$ cat config.mk
export PLATFORM = sky130hd
export DESIGN_NAME = link_upstream_nch_flat
export DESIGN_NICKNAME = d
export VERILOG_FILES = /design/src/rtl/link_upstream_nch_if.sv /design/src/rtl/link_upstream_nch.sv /design/src/flat_wrapper.sv
export SDC_FILE = /design/constraint.sdc
export NUM_CORES = 1
export LEC_CHECK = 0
export ABC_AREA = 1
export ABC_CLOCK_PERIOD_IN_PS = 6820
export CAP_MARGIN = 20
export CORE_AREA = 2 2 83 85
export CTS_CLUSTER_DIAMETER = 200
export DETAILED_ROUTE_END_ITERATION = 10
export DIE_AREA = 0 0 85 87
export PLACE_DENSITY = 0.69
export SYNTH_ARGS = -nofsm -noshare
export SYNTH_HDL_FRONTEND = slang
export SYNTH_SLANG_ARGS = --single-unit
$ cat constraint.sdc
create_clock -name clk -period 6.82 [get_ports clk]
set_input_delay 1.023 -clock clk [delete_from_list [all_inputs] [get_ports clk]]
set_output_delay 1.023 -clock clk [all_outputs]
set_load 0.005 [all_outputs]
$ cat src/rtl/link_upstream_nch_if.sv
// Core-to-lane upstream bundle: core word handshake, per-lane outputs and tokens, status.
// Pure wiring; adds no latency.
// Core side uses valid/ready handshaking, and lane-side flow control is credit tokens.
interface link_upstream_nch_if #(
  parameter int CHANNELS = 2,
  parameter int CH_WIDTH = 8,
  parameter int CREDITS  = 16
);
  localparam int CORE_W = 2 * CHANNELS * CH_WIDTH;
  localparam int CRW    = $clog2(CREDITS + 1);

  logic                         core_valid_i;
  logic [CORE_W-1:0]            core_data_i;
  logic                         core_ready_o;
  logic [CHANNELS-1:0]          io_valid_o;
  logic [CHANNELS*CH_WIDTH-1:0] io_data_o;
  logic [CHANNELS-1:0]          io_token_i;
  logic [CHANNELS*CRW-1:0]      credits_o;
  logic [7:0]                   sent_cnt_o;
  logic                         err_o;

  // The link block itself.
  modport slave (
    input  core_valid_i, core_data_i, io_token_i,
    output core_ready_o, io_valid_o, io_data_o, credits_o, sent_cnt_o, err_o
  );

  // The core and the far end of the lanes.
  modport master (
    output core_valid_i, core_data_i, io_token_i,
    input  core_ready_o, io_valid_o, io_data_o, credits_o, sent_cnt_o, err_o
  );
endinterface

$ cat src/rtl/link_upstream_nch.sv
// Splits each core word into two lane phases and tracks credits for each lane, returned by token edges.
// Lanes show the low half one cycle after accept and the high half two cycles after accept; back-to-back accepts add no bubble.
// core_ready_o drops in PH0, during rst, and while any lane has no credit.
module link_upstream_nch #(
  parameter int CHANNELS    = 2,
  parameter int CH_WIDTH    = 8,
  parameter int CREDITS     = 16,
  parameter int TOKEN_DECIM = 8
) (
  input logic             clk,
  input logic             rst,
  link_upstream_nch_if.slave bus
);
  localparam int CORE_W = 2 * CHANNELS * CH_WIDTH;
  localparam int CRW    = $clog2(CREDITS + 1);
  localparam int LANE_W = CHANNELS * CH_WIDTH;

  localparam logic [1:0] IDLE = 2'd0;
  localparam logic [1:0] PH0  = 2'd1;
  localparam logic [1:0] PH1  = 2'd2;

  // Credit arithmetic runs one bit wider, so a token on a full lane can be seen as an overflow.
  localparam logic [CRW:0]   DECIM_X = (CRW+1)'(TOKEN_DECIM);
  localparam logic [CRW:0]   CAP_X   = (CRW+1)'(CREDITS);
  localparam logic [CRW-1:0] CAP     = CRW'(CREDITS);

  logic [1:0]          state;
  logic [1:0]          state_nxt;
  logic [CORE_W-1:0]   hold;
  logic [CRW-1:0]      credit      [CHANNELS];
  logic [CRW-1:0]      credit_nxt  [CHANNELS];
  logic [CRW:0]        credit_sum  [CHANNELS];
  logic [CHANNELS-1:0] token_q;
  logic [CHANNELS-1:0] token_edge;
  logic [CHANNELS-1:0] ovf;
  logic [CHANNELS-1:0] lane_ok;
  logic [7:0]          sent_cnt;
  logic                err;
  logic                ready;
  logic                accept;
  logic [CHANNELS-1:0] io_valid;
  logic [LANE_W-1:0]   io_data;
  logic [CHANNELS*CRW-1:0] credits_flat;

  // A lane may take another word only while it holds at least one credit.
  always_comb begin
    lane_ok = '0;
    for (int c = 0; c < CHANNELS; c++) begin
      lane_ok[c] = (credit[c] != '0);
    end
  end

  // A new word can start only when the previous word's high half is on the lanes, or when no word is in flight.
  assign ready      = !rst && (state == IDLE || state == PH1) && (&lane_ok);
  assign accept     = bus.core_valid_i & ready;
  assign token_edge = bus.io_token_i & ~token_q;

  // Next credit for each lane. Saturate at CREDITS, and flag any token that would push a lane past CREDITS.
  always_comb begin
    ovf = '0;
    for (int c = 0; c < CHANNELS; c++) begin
      credit_sum[c] = {1'b0, credit[c]}
                    + (token_edge[c] ? DECIM_X : '0)
                    - {{CRW{1'b0}}, accept};
      ovf[c]        = (credit_sum[c] > CAP_X);
      credit_nxt[c] = ovf[c] ? CAP : credit_sum[c][CRW-1:0];
    end
  end

  // Phase sequencing. PH1 goes straight to PH0 when the next word is accepted.
  always_comb begin
    state_nxt = state;
    case (state)
      IDLE:    state_nxt = accept ? PH0 : IDLE;
      PH0:     state_nxt = PH1;
      PH1:     state_nxt = accept ? PH0 : IDLE;
      default: state_nxt = IDLE;
    endcase
  end

  // State, held word, token history, credits and status. Reset wins over everything and drops any word in flight.
  always_ff @(posedge clk) begin
    if (rst) begin
      state    <= IDLE;
      hold     <= '0;
      token_q  <= '0;
      sent_cnt <= '0;
      err      <= 1'b0;
      for (int c = 0; c < CHANNELS; c++) begin
        credit[c] <= CAP;
      end
    end else begin
      state   <= state_nxt;
      token_q <= bus.io_token_i;
      if (accept) begin
        hold     <= bus.core_data_i;
        sent_cnt <= sent_cnt + 8'd1;
      end
      if (|ovf) begin
        err <= 1'b1;
      end
      for (int c = 0; c < CHANNELS; c++) begin
        credit[c] <= credit_nxt[c];
      end
    end
  end

  // Lane outputs. The low half of the held word goes out in PH0, the high half in PH1, and all lanes are zero in IDLE.
  always_comb begin
    io_valid = '0;
    io_data  = '0;
    case (state)
      PH0: begin
        io_valid = '1;
        io_data  = hold[LANE_W-1:0];
      end
      PH1: begin
        io_valid = '1;
        io_data  = hold[CORE_W-1:LANE_W];
      end
      default: begin
        io_valid = '0;
        io_data  = '0;
      end
    endcase
  end

  // Pack the lane credits side by side, with lane c at [c*CRW +: CRW].
  always_comb begin
    credits_flat = '0;
    for (int c = 0; c < CHANNELS; c++) begin
      credits_flat[c*CRW +: CRW] = credit[c];
    end
  end

  assign bus.core_ready_o = ready;
  assign bus.io_valid_o   = io_valid;
  assign bus.io_data_o    = io_data;
  assign bus.credits_o    = credits_flat;
  assign bus.sent_cnt_o   = sent_cnt;
  assign bus.err_o        = err;
endmodule

$ cat src/flat_wrapper.sv
// flat-port wrapper written by rule: the top's interface ports become plain ports
module link_upstream_nch_flat 
#(
  parameter int CHANNELS    = 2,
  parameter int CH_WIDTH    = 8,
  parameter int CREDITS     = 16,
  parameter int TOKEN_DECIM = 8
)
  (clk, rst, bus_core_valid_i, bus_core_data_i, bus_io_token_i, bus_core_ready_o, bus_io_valid_o, bus_io_data_o, bus_credits_o, bus_sent_cnt_o, bus_err_o);
  link_upstream_nch_if #(.CHANNELS(CHANNELS), .CH_WIDTH(CH_WIDTH), .CREDITS(CREDITS)) bus_i ();
  input logic clk;
  input logic rst;
  input wire logic [$bits(bus_i.core_valid_i)-1:0] bus_core_valid_i;
  input wire logic [$bits(bus_i.core_data_i)-1:0] bus_core_data_i;
  input wire logic [$bits(bus_i.io_token_i)-1:0] bus_io_token_i;
  output wire logic [$bits(bus_i.core_ready_o)-1:0] bus_core_ready_o;
  output wire logic [$bits(bus_i.io_valid_o)-1:0] bus_io_valid_o;
  output wire logic [$bits(bus_i.io_data_o)-1:0] bus_io_data_o;
  output wire logic [$bits(bus_i.credits_o)-1:0] bus_credits_o;
  output wire logic [$bits(bus_i.sent_cnt_o)-1:0] bus_sent_cnt_o;
  output wire logic [$bits(bus_i.err_o)-1:0] bus_err_o;
  assign bus_i.core_valid_i = bus_core_valid_i;
  assign bus_i.core_data_i = bus_core_data_i;
  assign bus_i.io_token_i = bus_io_token_i;
  assign bus_core_ready_o = bus_i.core_ready_o;
  assign bus_io_valid_o = bus_i.io_valid_o;
  assign bus_io_data_o = bus_i.io_data_o;
  assign bus_credits_o = bus_i.credits_o;
  assign bus_sent_cnt_o = bus_i.sent_cnt_o;
  assign bus_err_o = bus_i.err_o;
  link_upstream_nch #(.CHANNELS(CHANNELS), .CH_WIDTH(CH_WIDTH), .CREDITS(CREDITS), .TOKEN_DECIM(TOKEN_DECIM)) u_core (.clk(clk), .rst(rst), .bus(bus_i));
endmodule
# --- Word-level counts from Yosys, hierarchy flattened ---
# Memory sizes are Yosys's and may differ from the RTL's.
# Cells that the tools add are included.
op_classes:
  reduce_logical: 11
  add_sub_neg: 5
  n_mux: 13
  order_cmp: 2
  n_bitwise: 5
  eq_ne: 2
op_table:
  columns: ["operator", "n"]
  rows:
  - ["$pmux W16 S2", 1]
  - ["$mux W5", 4]
  - ["$add A5 B6 Y6", 2]
  - ["$gt A6 B5 Y1 const B", 2]
  - ["$sub A6 B1 Y6", 2]
  - ["$reduce_bool A5 Y1", 2]
  - ["$add A8 B1 Y8 const B", 1]
  - ["$mux W4", 2]
  - ["$reduce_or A2 Y1", 3]
  - ["$mux W1", 4]
  - ["$pmux W2 S2", 1]
  - ["$and A2 B2 Y2", 1]
  - ["$eq A2 B1 Y1 const B", 1]
  - ["$eq A2 B2 Y1 const B", 1]
  - ["$logic_and A1 B1 Y1", 2]
  - ["$logic_not A2 Y1", 1]
  - ["$mux W2", 1]
  - ["$not A2 Y2", 1]
  - ["$or A1 B1 Y1", 2]
  - ["$reduce_and A2 Y1", 1]
  - ["$and A1 B1 Y1", 1]
  - ["$logic_not A1 Y1", 1]
  - ["$logic_or A1 B1 Y1", 1]
totals:
  mem_bits_rw: 10
  memories: 1
  input_bits: 37
  regBits: 45
mem_list:
  columns: ["memory", "depth", "width", "rd", "rd_clocked_by_memory_dff", "write_ports", "line", "text"]
  rows:
  - ["u_core.credit", 2, 5, 2, 0, 2, "link_upstream_nch.sv:30", "logic [CRW-1:0] credit [CHANNELS];"]

# --- Logic depth before layout (Yosys ltp) ---
logic_depth:
  ltp_word: 9
  mapped_depth: 22
  depth_no_buf: 20

# --- Worst setup path before layout ---
# Ideal clock, no wire load.
synth_timing:
  kind: "input-to-reg"
  start: "in rst"
  end: "reg u_core.err, in the netlist u_core.bus.err_o"
  cell_stages: 18
  setup_slack_ns: 3.813
  setup_ns: 0.128
  arrival_time_ns: 2.879
  required_time_ns: 6.692
  n_path_buf: 1
  cell_sequence: "inv_1 -> o21ai_2 -> inv_2 -> nand4_4 -> inv_4 -> buf_6 -> ha_1 -> inv_1 -> ha_1 -> inv_1 -> fa_1 -> nand2_1 -> nor2_1 -> nand2_1 -> nand3_1 -> nand3_1 -> nor2_1 -> nor2_1"
synth_between:
  elab_chain_len: 7
  word_cells_on_any_way: 9
  cone_classes: "2 x add/sub; 2 x order compare; 1 x bitwise; 4 x reduce/logical"
synth_rtl:
  columns: ["item", "line", "text"]
  rows:
  - ["start, declared", "flat_wrapper.sv:12", "input logic rst;"]
  - ["$logic_not A1 Y1", "link_upstream_nch.sv:54", "assign ready = !rst && (state == IDLE || state == PH1) && (&lane_ok);"]
  - ["$logic_and A1 B1 Y1 (2 in series)", "link_upstream_nch.sv:54", null]
  - ["$and A1 B1 Y1", "link_upstream_nch.sv:55", "assign accept = bus.core_valid_i & ready;"]
  - ["$sub A6 B1 Y6", "link_upstream_nch.sv:64", "- {{CRW{1'b0}}, accept};"]
  - ["$gt A6 B5 Y1", "link_upstream_nch.sv:65", "ovf[c] = (credit_sum[c] > CAP_X);"]
  - ["$reduce_or A2 Y1", "link_upstream_nch.sv:99", "if (|ovf) begin"]
  - ["end signal, assigned", "link_upstream_nch.sv:88", "err <= 1'b0;"]
  - ["end signal, assigned", "link_upstream_nch.sv:100", "err <= 1'b1;"]
  - ["end, declared", "link_upstream_nch.sv:38", "logic err;"]
# Parallel ways exist; a longest one is shown, timed or not.
# A chain may end at the register's enable or synchronous reset.

==> key figures <==
Outcome
  – Status: finished clean

Synthesis
  – #FFs+latches synth: 55
  – Synthesized area: 0.002749 mm2
  – Mean Syn Cell Area: 7.048 um2
  – Ys Warns: 0
  – Main flop type after synthesis: dfxtp_1
  – Cells after Synth: 390
  – Post-synthesis sequential area ratio: 40.05%
  – Syn nets: 445
  – Unique masters post-synth: 23
  – Ys async rst share: 0%
  – Post-synth EDFFs: 0

GRT
  – Congestion Overflow GR: 0
  – Number of global-route vias before repair: between 2000 and 2500
  – Initial antenna violation count: 0
  – Global Route Usage Sum: around 17%
  – First-pass GRT wire length: ~11000 um
  – Largest net degree at the start of global routing: 43

Placed design
  – Routability congestion estimate: 0.8467
  – Cell total after placement: 527
  – # port buffers: 74
  – Post-DP HPWL: 4464 um

Die
  – # IOs: 75
  – Initial core utilization: 41.85%
  – Rows: 30
  – Die area: 0.007395 mm2
  – Die X: 85 um
  – Core ar.: 0.006569 mm2
  – Die Ht: between 80 and 90 um

Layout
  – N_diodes: 0
  – Layout cells sized above 1: 3.516%
  – Cell Count, Final, Fillers Out: 535
  – P&R area growth vs syn: 30.22%
  – FILL cells: 635
  – Footprint of the multi-input gates: 0.001381 mm2
  – Flip-flop and latch area: 0.001101 mm2
  – Final nets: 509
  – Post-layout util: 54.50%

Clock tree
  – Hold-fix buffers, CTS: 0
  – Resized Gates After CTS: 0
  – H-tree Lvls: 2
  – Reg clk slew, reported paths: 100 ps
  – Clock latency on the worst-skew pair: between 300 and 400 ps
  – CTS buffer count: 5
  – Clock root cell: clkbuf_8
  – # Post-CTS Setup Buffers: 0
  – TritonCTS clock tree: built
  – Clock Tree Buf Depth: 2
  – Num Clock Sinks: between 50 and 60

Critical path
  – Flop2flop setup slack: 3000 ps
  – CP Max Fanout: 42
  – Critical path endpoint category: flip-flop
  – WS Path Type: primary input to flip-flop
  – WP data required: slightly above 7000 ps
  – Critical R2R Capture: u_core.credit[0][3]$_SDFF_PP0_
  – Worst r2r src: u_core.state[0]$_SDFF_PP0_
  – Critical path arrival: between 4000 and 5000 ps
  – Critical Path Start Type: primary input
  – R2R depth: 15

Drt
  – Vias per cell: 4.867
  – Post-DR wirelength/cell: 11.63 um
  – First-pass DRT Iterations: 4
  – Vias: 2604
  – Final wirelength: just over 6000 um
  – DRC violations left: 0
  – Post-route ant nets: 0
  – DRT iter0 DRCs: 119

Hold path
  – Hold Path Sink: u_core.hold[17]$_SDFFE_PP0N_
  – Hold path start: u_core.hold[17]$_SDFFE_PP0N_
  – HP Class: flip-flop to flip-flop
  – Worst Hold Depth: 2

Timing
  – Final TNS setup: 0 ps
  – Max-slew violation count: 0
  – Max Clock Skew: 5.348 ps
  – Final setup vio count: 0
  – Slew margin rel.: 56.27%
  – Unrepaired setup endpoints after global routing: false
  – Worst Tran Pin Value: 656.0 ps
  – Fmax: ~230 MHz
  – Tcrit/Tclk final: between 60% and 70%
  – Fin crit period: 4312 ps
  – Final hold violations: 0

Pwr
  – Pleak: around 1.4 nW
  – Power Density: 301.7 mW/mm2
  – Power Total: 1.080 mW
  – Max VDD drop: 0.0001883 V

Job
  – Max-cap violations: 0
[how the worst max path moves through the flow]
| stage | endpoint | from | depth (start not counted) |
|---|---|---|---|
| final | u_core.credit[0][3]$_SDFF_PP0_ | rst | 15 |
| after global routing | u_core.bus.err_o$_SDFFE_PP0P_ | rst | 16 |
| after CTS | u_core.credit[0][3]$_SDFF_PP0_ | rst | 15 |
| after detailed placement | u_core.bus.err_o$_SDFFE_PP0P_ | rst | 16 |
| after global placement | u_core.bus.err_o$_SDFFE_PP0P_ | rst | 16 |
| after floorplan | u_core.bus.err_o$_SDFFE_PP0P_ | rst | 18 |
[where the power goes]
group | leakage (nW) | switching (mW) | internal (mW)
Clock | 0.0408 | 0.110 | 0.0736
Combinational | 0.947 | 0.275 | 0.207
Sequential | 0.451 | 0.0366 | 0.376
Total | 1.44 | 0.422 | 0.657
[cells in the final DEF (no fill, tap or decap), drive strengths merged, types with 3 or more instances in the layout]
cell / count
inv: 42
clkdlybuf4s50: 74
dfxtp: 55
xor2: 3
nand4: 5
a21oi: 26
nand3: 20
nand3b: 3
ha: 16
nor2: 91
clkbuf: 5
nand2: 71
o21ai: 36
[cell usage after synthesis, drive strengths merged (3+ instances only)]
cell type,count,area [um2]
xor2,3,26.28
a21oi,26,130.1
clkbuf,8,30.03
dfxtp,55,1101
nand3,20,100.1
nor2,91,344.1
ha,16,200.2
buf,10,80.07
o21ai,36,183.9
nand4,5,46.29
inv,41,156.4
nand3b,3,22.52
nand2,71,266.5
[layout make-up]
cell class | count | share of cell area [%]
Clock buffer | 5 | 1.922
Clock inverter | 3 | 0.6641
Inverter | 41 | 4.369
Multi-Input combinational cell | 276 | 38.59
Sequential cell | 55 | 30.76
Tap cell | 80 | 2.796
Timing Repair Buffer | 75 | 20.90
[state kept, by name, indices dropped and copies added, names as in the netlist]
name                   flops
u_core.hold               32
u_core.token_q             2
u_core.bus.err_o           1
u_core.state               2
u_core.credit             10
u_core.bus.sent_cnt_o      8
[stage by stage]
step | instance area [um2] | hold WS (ps) | worst slack [ps]
after global routing | 3580 | 513.3 | 2164
after floorplan | 2749 | 453.9 | 3813
after CTS | 3580 | 493.7 | 2465
after detailed placement | 3487 | 472.0 | 2149
after global placement | 3487 | 461.1 | 2292
final | 3580 | 492.5 | 2508
[cells by family (layout without fill, tap and decap cells)]
logic type / Yosys count / count (layout) / share of synthesized area (%)
adder cells (fa/ha/maj): 18 / 18 / 8.739
XOR/XNOR: 4 / 4 / 1.275
flip-flops: 55 / 55 / 40.05
buffers and inverters: 59 / 124 / 9.695
AO/OA/AOI/OAI: 62 / 62 / 11.42
AND/OR/NAND/NOR: 192 / 192 / 28.81
[per-layer routing]
layer / GRT usage (%) / vias up / wire length [um]
met5: 0 / - / 0
met4: 5.772 / 0 / 61
met3: 3.412 / 5 / 349
met2: 30.40 / 73 / 2970
met1: 21.60 / 1171 / 2840
li1: - / 1355 / -
[worst max-delay path, cell delays in order]
cell             delay [ps]
clkdlybuf4s50_1         630
inv_1                   180
o21ai_2                  90
inv_2                    90
nand4_4                 450
inv_4                   500
ha_1                    220
inv_1                    40
ha_1                    200
fa_1                    410
xnor2_1                 250
nand2_1                  80
nand3_1                 130
nand3_1                 160
nor2_1                  120
Power figures use the tool's default switching activity.
